<file path="config.mk">
export PLATFORM = sky130hd
export DESIGN_NAME = cook_controller
export DESIGN_NICKNAME = d
export VERILOG_FILES = /design/src/rtl/cook_controller.sv
export SDC_FILE = /design/constraint.sdc
export NUM_CORES = 1
export LEC_CHECK = 0
export ABC_CLOCK_PERIOD_IN_PS = 6300
export BUFFER_PORTS_ARGS = -buffer_cell sky130_fd_sc_hd__buf_4
export CAP_MARGIN = 5
export CELL_PAD_IN_SITES_DETAIL_PLACEMENT = 1
export CELL_PAD_IN_SITES_GLOBAL_PLACEMENT = 1
export CORE_MARGIN = 1
export CORE_UTILIZATION = 49
export DETAILED_ROUTE_END_ITERATION = 7
export PLACE_DENSITY_LB_ADDON = 0.08
export SETUP_SLACK_MARGIN = 0.5
export SLEW_MARGIN = 20
export SYNTH_ARGS = -nofsm -noshare
export SYNTH_HDL_FRONTEND = slang
export SYNTH_SLANG_ARGS = --single-unit
</file>
<file path="constraint.sdc">
create_clock -name clock -period 6.3 [get_ports clock]
set_input_delay 0.63 -clock clock [delete_from_list [all_inputs] [get_ports clock]]
set_output_delay 0.63 -clock clock [all_outputs]
set_load 0.02 [all_outputs]
</file>
<file path="src/rtl/cook_controller.sv">
// ============================================================================
//  Module      : cook_controller
//  Description : Microwave cook sequencer: keypad entry, start/stop/door
//                arbitration, 1 Hz decrement strobe, magnetron and alarm.
//  Revision    : 1.0 - initial release
// ============================================================================
`default_nettype none

module cook_controller #(
    parameter int TICK_DIV     = 50_000_000,
    parameter int ALARM_CYCLES = 100_000_000
) (
    input  logic       clock,
    input  logic       clearn,
    input  logic       key_valid,
    input  logic [3:0] key_code,
    input  logic       start_btn,
    input  logic       stop_btn,
    input  logic       door_closed,
    input  logic       timer_zero,
    output logic [3:0] timer_data,
    output logic       timer_loadn,
    output logic       timer_clearn,
    output logic       timer_enable,
    output logic       mag_on,
    output logic       alarm,
    output logic       busy
);

    localparam int PW = $clog2(TICK_DIV);
    localparam int AW = $clog2(ALARM_CYCLES) + 1;
    localparam logic [PW-1:0] c_TICK_LAST  = PW'(TICK_DIV - 1);
    localparam logic [AW-1:0] c_ALARM_LAST = AW'(ALARM_CYCLES - 1);

    typedef enum logic [2:0] {
        S_IDLE  = 3'd0,
        S_ENTRY = 3'd1,
        S_COOK  = 3'd2,
        S_PAUSE = 3'd3,
        S_DONE  = 3'd4
    } state_t;

    state_t        r_state, w_state;
    logic [1:0]    r_digit_cnt, w_digit_cnt;
    logic [PW-1:0] r_presc, w_presc;
    logic [AW-1:0] r_alarm_cnt, w_alarm_cnt;
    logic [3:0]    r_timer_data, w_timer_data;
    logic          r_timer_loadn, w_timer_loadn;
    logic          r_timer_clearn, w_timer_clearn;
    logic          r_timer_enable, w_timer_enable;
    logic          r_mag_on, r_alarm, r_busy;
    logic          w_key_ok;

    assign w_key_ok = key_valid && (key_code <= 4'd9) && (r_digit_cnt != 2'd3);

    // Each branch raises at most one strobe, keeping load/clear/enable exclusive.
    always_comb begin
        w_state        = r_state;
        w_digit_cnt    = r_digit_cnt;
        w_presc        = r_presc;
        w_alarm_cnt    = r_alarm_cnt;
        w_timer_data   = r_timer_data;
        w_timer_loadn  = 1'b1;
        w_timer_clearn = 1'b1;
        w_timer_enable = 1'b0;
        case (r_state)
            S_IDLE, S_ENTRY: begin
                if (stop_btn) begin
                    w_timer_clearn = 1'b0;
                    w_digit_cnt    = 2'd0;
                    w_state        = S_IDLE;
                end else if (start_btn && (r_state == S_ENTRY) && door_closed && !timer_zero) begin
                    w_presc = '0;
                    w_state = S_COOK;
                end else if (w_key_ok) begin
                    w_timer_data  = key_code;
                    w_timer_loadn = 1'b0;
                    w_digit_cnt   = r_digit_cnt + 2'd1;
                    w_state       = S_ENTRY;
                end
            end
            S_COOK: begin
                if (!door_closed || stop_btn) begin
                    w_state = S_PAUSE;
                end else if (timer_zero) begin
                    w_alarm_cnt = '0;
                    w_state     = S_DONE;
                end else begin
                    w_timer_enable = (r_presc == c_TICK_LAST);
                    w_presc        = (r_presc == c_TICK_LAST) ? '0 : r_presc + 1'b1;
                end
            end
            S_PAUSE: begin
                if (stop_btn) begin
                    w_timer_clearn = 1'b0;
                    w_digit_cnt    = 2'd0;
                    w_state        = S_IDLE;
                end else if (start_btn && door_closed) begin
                    w_state = S_COOK;
                end
            end
            S_DONE: begin
                if (!door_closed || stop_btn || start_btn || key_valid ||
                    (r_alarm_cnt == c_ALARM_LAST)) begin
                    w_digit_cnt = 2'd0;
                    w_state     = S_IDLE;
                end else begin
                    w_alarm_cnt = r_alarm_cnt + 1'b1;
                end
            end
            default: w_state = S_IDLE;
        endcase
    end

    always_ff @(posedge clock) begin
        if (!clearn) begin
            r_state        <= S_IDLE;
            r_digit_cnt    <= 2'd0;
            r_presc        <= '0;
            r_alarm_cnt    <= '0;
            r_timer_data   <= 4'd0;
            r_timer_loadn  <= 1'b1;
            r_timer_clearn <= 1'b0;
            r_timer_enable <= 1'b0;
            r_mag_on       <= 1'b0;
            r_alarm        <= 1'b0;
            r_busy         <= 1'b0;
        end else begin
            r_state        <= w_state;
            r_digit_cnt    <= w_digit_cnt;
            r_presc        <= w_presc;
            r_alarm_cnt    <= w_alarm_cnt;
            r_timer_data   <= w_timer_data;
            r_timer_loadn  <= w_timer_loadn;
            r_timer_clearn <= w_timer_clearn;
            r_timer_enable <= w_timer_enable;
            r_mag_on       <= (w_state == S_COOK);
            r_alarm        <= (w_state == S_DONE);
            r_busy         <= (w_state == S_COOK) || (w_state == S_PAUSE);
        end
    end

    assign timer_data   = r_timer_data;
    assign timer_loadn  = r_timer_loadn;
    assign timer_clearn = r_timer_clearn;
    assign timer_enable = r_timer_enable;
    assign mag_on       = r_mag_on;
    assign alarm        = r_alarm;
    assign busy         = r_busy;

endmodule

`default_nettype wire

</file>
Word level (Yosys, flattened, before mapping) --
Cells that the tools add are included.
Operators by class: $add $sub $neg 3, magnitude comparators 1, equality and inequality tests 20, mux-type cells 28, bitwise gates (word level) 5, reductions and logical operators 25
Operators with widths (count):
- 2-to-1 mux 26 bit | 5
- 2-to-1 mux 28 bit | 3
- case mux 28 bit (2 select lines) | 1
- case mux 26 bit (2 select lines) | 1
- adder 28 x 1 -> 28 bit (second input constant) | 1
- equality test 28 x 27 -> 1 bit (second input constant) | 1
- adder 26 x 1 -> 26 bit (second input constant) | 1
- equality test 26 bit (second input constant) | 1
- 2-to-1 mux 3 bit | 8
- inequality test 2 bit (second input constant) | 9
- equality test 3 x 2 -> 1 bit (second input constant) | 4
- case mux 3 bit (4 select lines) | 1
- 2-to-1 mux 2 bit | 5
- AND reduction 5 bit | 2
- AND reduction 4 bit | 2
- OR reduction 4 bit | 2
- equality test 3 bit (second input constant) | 2
- logical AND 1 bit | 6
- inequality test 3 bit (second input constant) | 2
- case mux 2 bit (3 select lines) | 1
- logical OR 1 bit | 5
- inverter 1 bit | 5
- <= comparator 4 bit (second input constant) | 1
- nonzero test 2 bit | 2
- 8 further kinds | 11
Storage, ports and cells: register bits 69, input bits 11, output and inout bits 10, logic and storage cells 93

Logic depth before layout (Yosys ltp) --
depth after elaboration 9, mapped depth 7, mapped depth without buffers 6

Worst setup path before layout --
No wires, ideal clock.
kind input port to flip-flop, start in stop_btn, end reg r_presc[19], library setup time 0.071 ns, arrival 2.439 ns, required time 6.229 ns, slack 3.790 ns, stages on the path 6, buffers on the path 1, cell sequence or3_1 o2bb2a_4 or4_4 buf_6 or4_1 a21oi_1
Between the ends: longest elaborated chain between the ends 3, elaborated cells on any way between the ends 4, classes of those cells 2 x eq/ne; 2 x reduce/logical
Ends and longest elaborated chain:
- start: declaration | RTL line 18 | input logic stop_btn,
- logical OR 1 bit | RTL line 83 | if (!door_closed || stop_btn) begin
- inequality test 2 bit (no line)
- AND reduction 5 bit (no line) (*)
- end signal: assignment | RTL line 131 | r_presc <= w_presc;
- end: declaration | RTL line 45 | logic [PW-1:0] r_presc, w_presc;
Mark *: on every way between the ends. The rest lies on a longest branch, timed or not. A chain may end at the register's enable or synchronous reset.

Final worst setup path --
start reg r_state[2], end reg r_alarm_cnt[19]
Between the ends: longest elaborated chain between the ends 3, elaborated cells on any way between the ends 8, classes of those cells 5 x eq/ne; 1 x mux; 2 x reduce/logical
Ends and longest elaborated chain:
- start: declaration | RTL line 43 | state_t r_state, w_state;
- start signal: assignment | RTL line 129 | r_state <= w_state;
- equality test 3 bit or equality test 3 x 2 -> 1 bit (tied branches) | RTL line 66 | case (r_state)
- inequality test 2 bit (no line) or nonzero test 2 bit (tied branches)
- AND reduction 4 bit (no line)
- end signal: assignment | RTL line 132 | r_alarm_cnt <= w_alarm_cnt;
- end: declaration | RTL line 46 | logic [AW-1:0] r_alarm_cnt, w_alarm_cnt;
Several ways; a longest one is shown, not always the timed one.

==> reports/results.md <==
| Result | This run |
| --- | --- |
| Outcome | finished, final reports clean |
| Shortest clock period the worst path allows after layout | 2710 ps |
| Number of distinct library cells after synthesis | 47 |
| Setup crit end kind | register |
| Post-Layout Cell Count | 523 |
| Worst path required time | 6580 ps |
| Die Y-Extent | 86.1 um |
| Post-DP HPWL | 6000 um |
| Routability-driven placement congestion ratio | 0.806 |
| Fin. Hold Viols | 0 |
| Number of buffers inserted during clock tree synthesis | 9 |
| Clock tree from TritonCTS | done |
| Chip width | 86.1 um |
| Part of the Yosys area used for sequential elements | 39.8% |
| Unrepaired setup endpoints after global routing | false |
| Instance count along the most critical hold path | 2 |
| Max transition margin | 39.5% |
| Most frequent cells after synthesis | 69 x sky130_fd_sc_hd__dfxtp_1, 50 x sky130_fd_sc_hd__nand2_1, 38 x sky130_fd_sc_hd__nor2_1, 26 x sky130_fd_sc_hd__a21oi_1, 22 x sky130_fd_sc_hd__nand3_1 |
| Area Overhead vs Synth | 10.5% |
| Total global-route track usage | 24.9% |
| Number of synthesized register bits | 69 |
| Slowest cell on the critical path | sky130_fd_sc_hd__or4_1 |
| Longest individual stage delay on the worst path | 700 ps |
| Cts-stage hold buffer count | 0 |
| Standard cell core area | 6830 um2 |
| Worst Tran Pin Value | 906 ps |
| Total of cells resized after clock tree synthesis | 0 |
| Yosys Warn Count | 0 |
| Post-route ant nets | 0 |
| Latest clock arrival within the worst-skew pair | 330 ps |
| Number of port buffers | 20 |
| DRC Markers | 0 |
| Pins over their slew limit | 0 |
| Synthesized netlist net count | 426 |
| Worst clock skew on the final layout | 5.55 ps |
| Maximum fanout along the worst path | 37 |
| Cell-by-cell listing of the critical path | nor3b_1, nand3_1, buf_4, nand2_1, or4_1, nand2_1 |
| Buffers from clock root to sink, at most | 2 |
| Crit path arrival time | 2990 ps |
| Placement Rows | 30 |
| Layout cell share with drive strength beyond 1 | 9.84% |
| I/O pin cnt | 21 |
| Cell count along the critical path | 6 |
| Number of levels the H-tree was split into | 3 |
| Detailed Routing Iterations Pass 1 | 4 |
| Initial standard-cell utilization of the core | 50.8% |
| # fillers | 852 |
| Achievable Freq | 0.369 GHz |
| Most common cell in the synthesized netlist | sky130_fd_sc_hd__dfxtp_1 |
| Family with the most delay on the worst path | simple AND/OR/NAND/NOR gates |
| Detail-routed net length per standard cell | 16.7 um |
| Worst voltage drop across the vdd grid | 140 uV |
| Count of nets after finishing | 437 |
| Vias in the first global route | 3092 |
| Number of buffers inserted by post-CTS setup repair | 0 |
| First DRT Iteration DRCs | 105 |
| Static leakage power | 1.26 nW |
| Areal power density over the cells | 204 nW/um2 |
| Setup Viol. Count Final | 0 |
| Dominant cells by area after synthesis | sky130_fd_sc_hd__dfxtp_1 40%, sky130_fd_sc_hd__nand2_1 5.4%, sky130_fd_sc_hd__a2111o_1 4.5%, sky130_fd_sc_hd__nor2_1 4.1%, sky130_fd_sc_hd__xnor2_1 4.0% |
| Most instantiated flip-flop cell in the synthesis netlist | sky130_fd_sc_hd__dfxtp_1 |
| EDFF count, synth | 0 |
| Syn_area_per_cell | 8.42 um2 |
| Initial antenna violation count | 0 |
| Diode count | 0 |
| Proportion of synthesized flip-flops having asynchronous set or reset | 0% |
| Cell at the root of the clock tree | sky130_fd_sc_hd__clkbuf_8 |
| Drt total wl | 8730 um |
| Hold WC Path Type | register to register |
| Mapped cell area | 3470 um2 |
| Pin count of the biggest net entering global routing | 40 |
| Via count of the routed design | 3185 |
| Mapped Cells | 412 |
| CP bufs+invs | 1 |
| Instance count after placement with tap cells included | 508 |
| Cell type with the largest total area after synthesis | sky130_fd_sc_hd__dfxtp_1 |
| Type of element launching the critical path | register |
| FF-to-FF path depth | 6 |
| Mean number of vias per cell | 6.09 |
| Remaining global-route overflow | 0 |
| Sinks on the clock net | 69 |
| Final sum of negative setup slack | 0 ps |
| Worst setup path category | register to register |
| Area share of the largest cell type after synthesis | 39.8% |
| Number of max-cap violations | 0 |
| Share of the cycle needed by the critical path after routing | 43.1% |
| Worst path most repeated cell | sky130_fd_sc_hd__nand2_1 |
| Die footprint | 7420 um2 |
| Clock slew seen by the registers of the worst setup and hold paths | 70 ps |
| Wire length of the first global-routing pass | 14800 um |
-- sequential cells by signal (all words and copies together), names as in the netlist --
| register | cells |
|---|---|
| alarm | 1 |
| timer_clearn | 1 |
| mag_on | 1 |
| r_alarm_cnt | 28 |
| busy | 1 |
| r_state | 3 |
| r_presc | 26 |
| timer_enable | 1 |
| r_digit_cnt | 2 |
| timer_loadn | 1 |
| timer_data | 4 |
-- path summary, 6_finish.rpt --
path,start,to,slack (ps)
worst min register to register,r_digit_cnt[1],r_digit_cnt[1],470
worst max-delay path,r_state[2],r_alarm_cnt[19],3590
worst max register to register,r_state[2],r_alarm_cnt[19],3590
worst min-delay path,r_digit_cnt[1],r_digit_cnt[1],470
-- per-stage QoR --
step                      worst slack (ps)  utilization (%)  power, mW  hold slack (ps)  area [um2]
after floorplan                       3790                -      0.470              433        3470
after global placement                3480             53.8      0.483              452        3670
after detailed placement              3420             53.8      0.483              468        3670
after CTS                             3600             56.1      0.792              478        3830
after global routing                  3420             56.1      0.817              504        3830
final                                 3590             56.1      0.783              471        3830
-- cells in the final DEF, fill, tap and decap left out, drive strengths merged, types with 13 or more instances in the layout --
cell	count
clkbuf	13
o21ai	16
dfxtp	69
xnor2	16
a2111o	14
nor2	38
a21oi	26
buf	23
nand2	50
nand3	22
-- per-layer routing --
layer  vias to the layer above  track usage, %  part of all wire, %
met5                         -               0                    0
met2                        47            41.0                   47
met4                         0            5.45                 0.71
li1                       1566               -                    -
met1                      1565            33.6                   49
met3                         7            5.20                  2.6
-- area by class of cell --
cell class                      count  area (um2)  area share, %
Timing Repair Buffer               23         173           4.50
Sequential cell                    69        1380           36.0
Inverter                            6        22.5          0.587
Clock buffer                       13         149           3.88
Multi-Input combinational cell    314        1980           51.6
Clock inverter                      2        10.0          0.261
Tap cell                           96         120           3.13
-- tightest hold or removal path, delay by kind of cell (launching register included) --
family | cells | cell delay, ps
simple gates | 1 | 60
mux | 1 | 60
flops | 1 | 310
-- logic make-up (layout without fill, tap and decap cells) --
kind of cell | after synthesis | in the layout | synth area share [%]
AOI/OAI and AO/OA | 89 | 89 | 18.7
DFF | 69 | 69 | 39.8
buffers and inverters | 29 | 44 | 3.54
muxes | 8 | 8 | 2.31
adders and majority gates | 3 | 3 | 1.08
xor gates and xnor gates | 18 | 18 | 4.55
and+or+nand+nor | 196 | 196 | 30.1
-- report_power, final --
group,internal [mW],switching [mW],total [mW]
logic,0.0120,0.0210,0.0330
registers,0.438,0.00213,0.441
clock network,0.151,0.158,0.309
(Power assumes the default switching activity.)
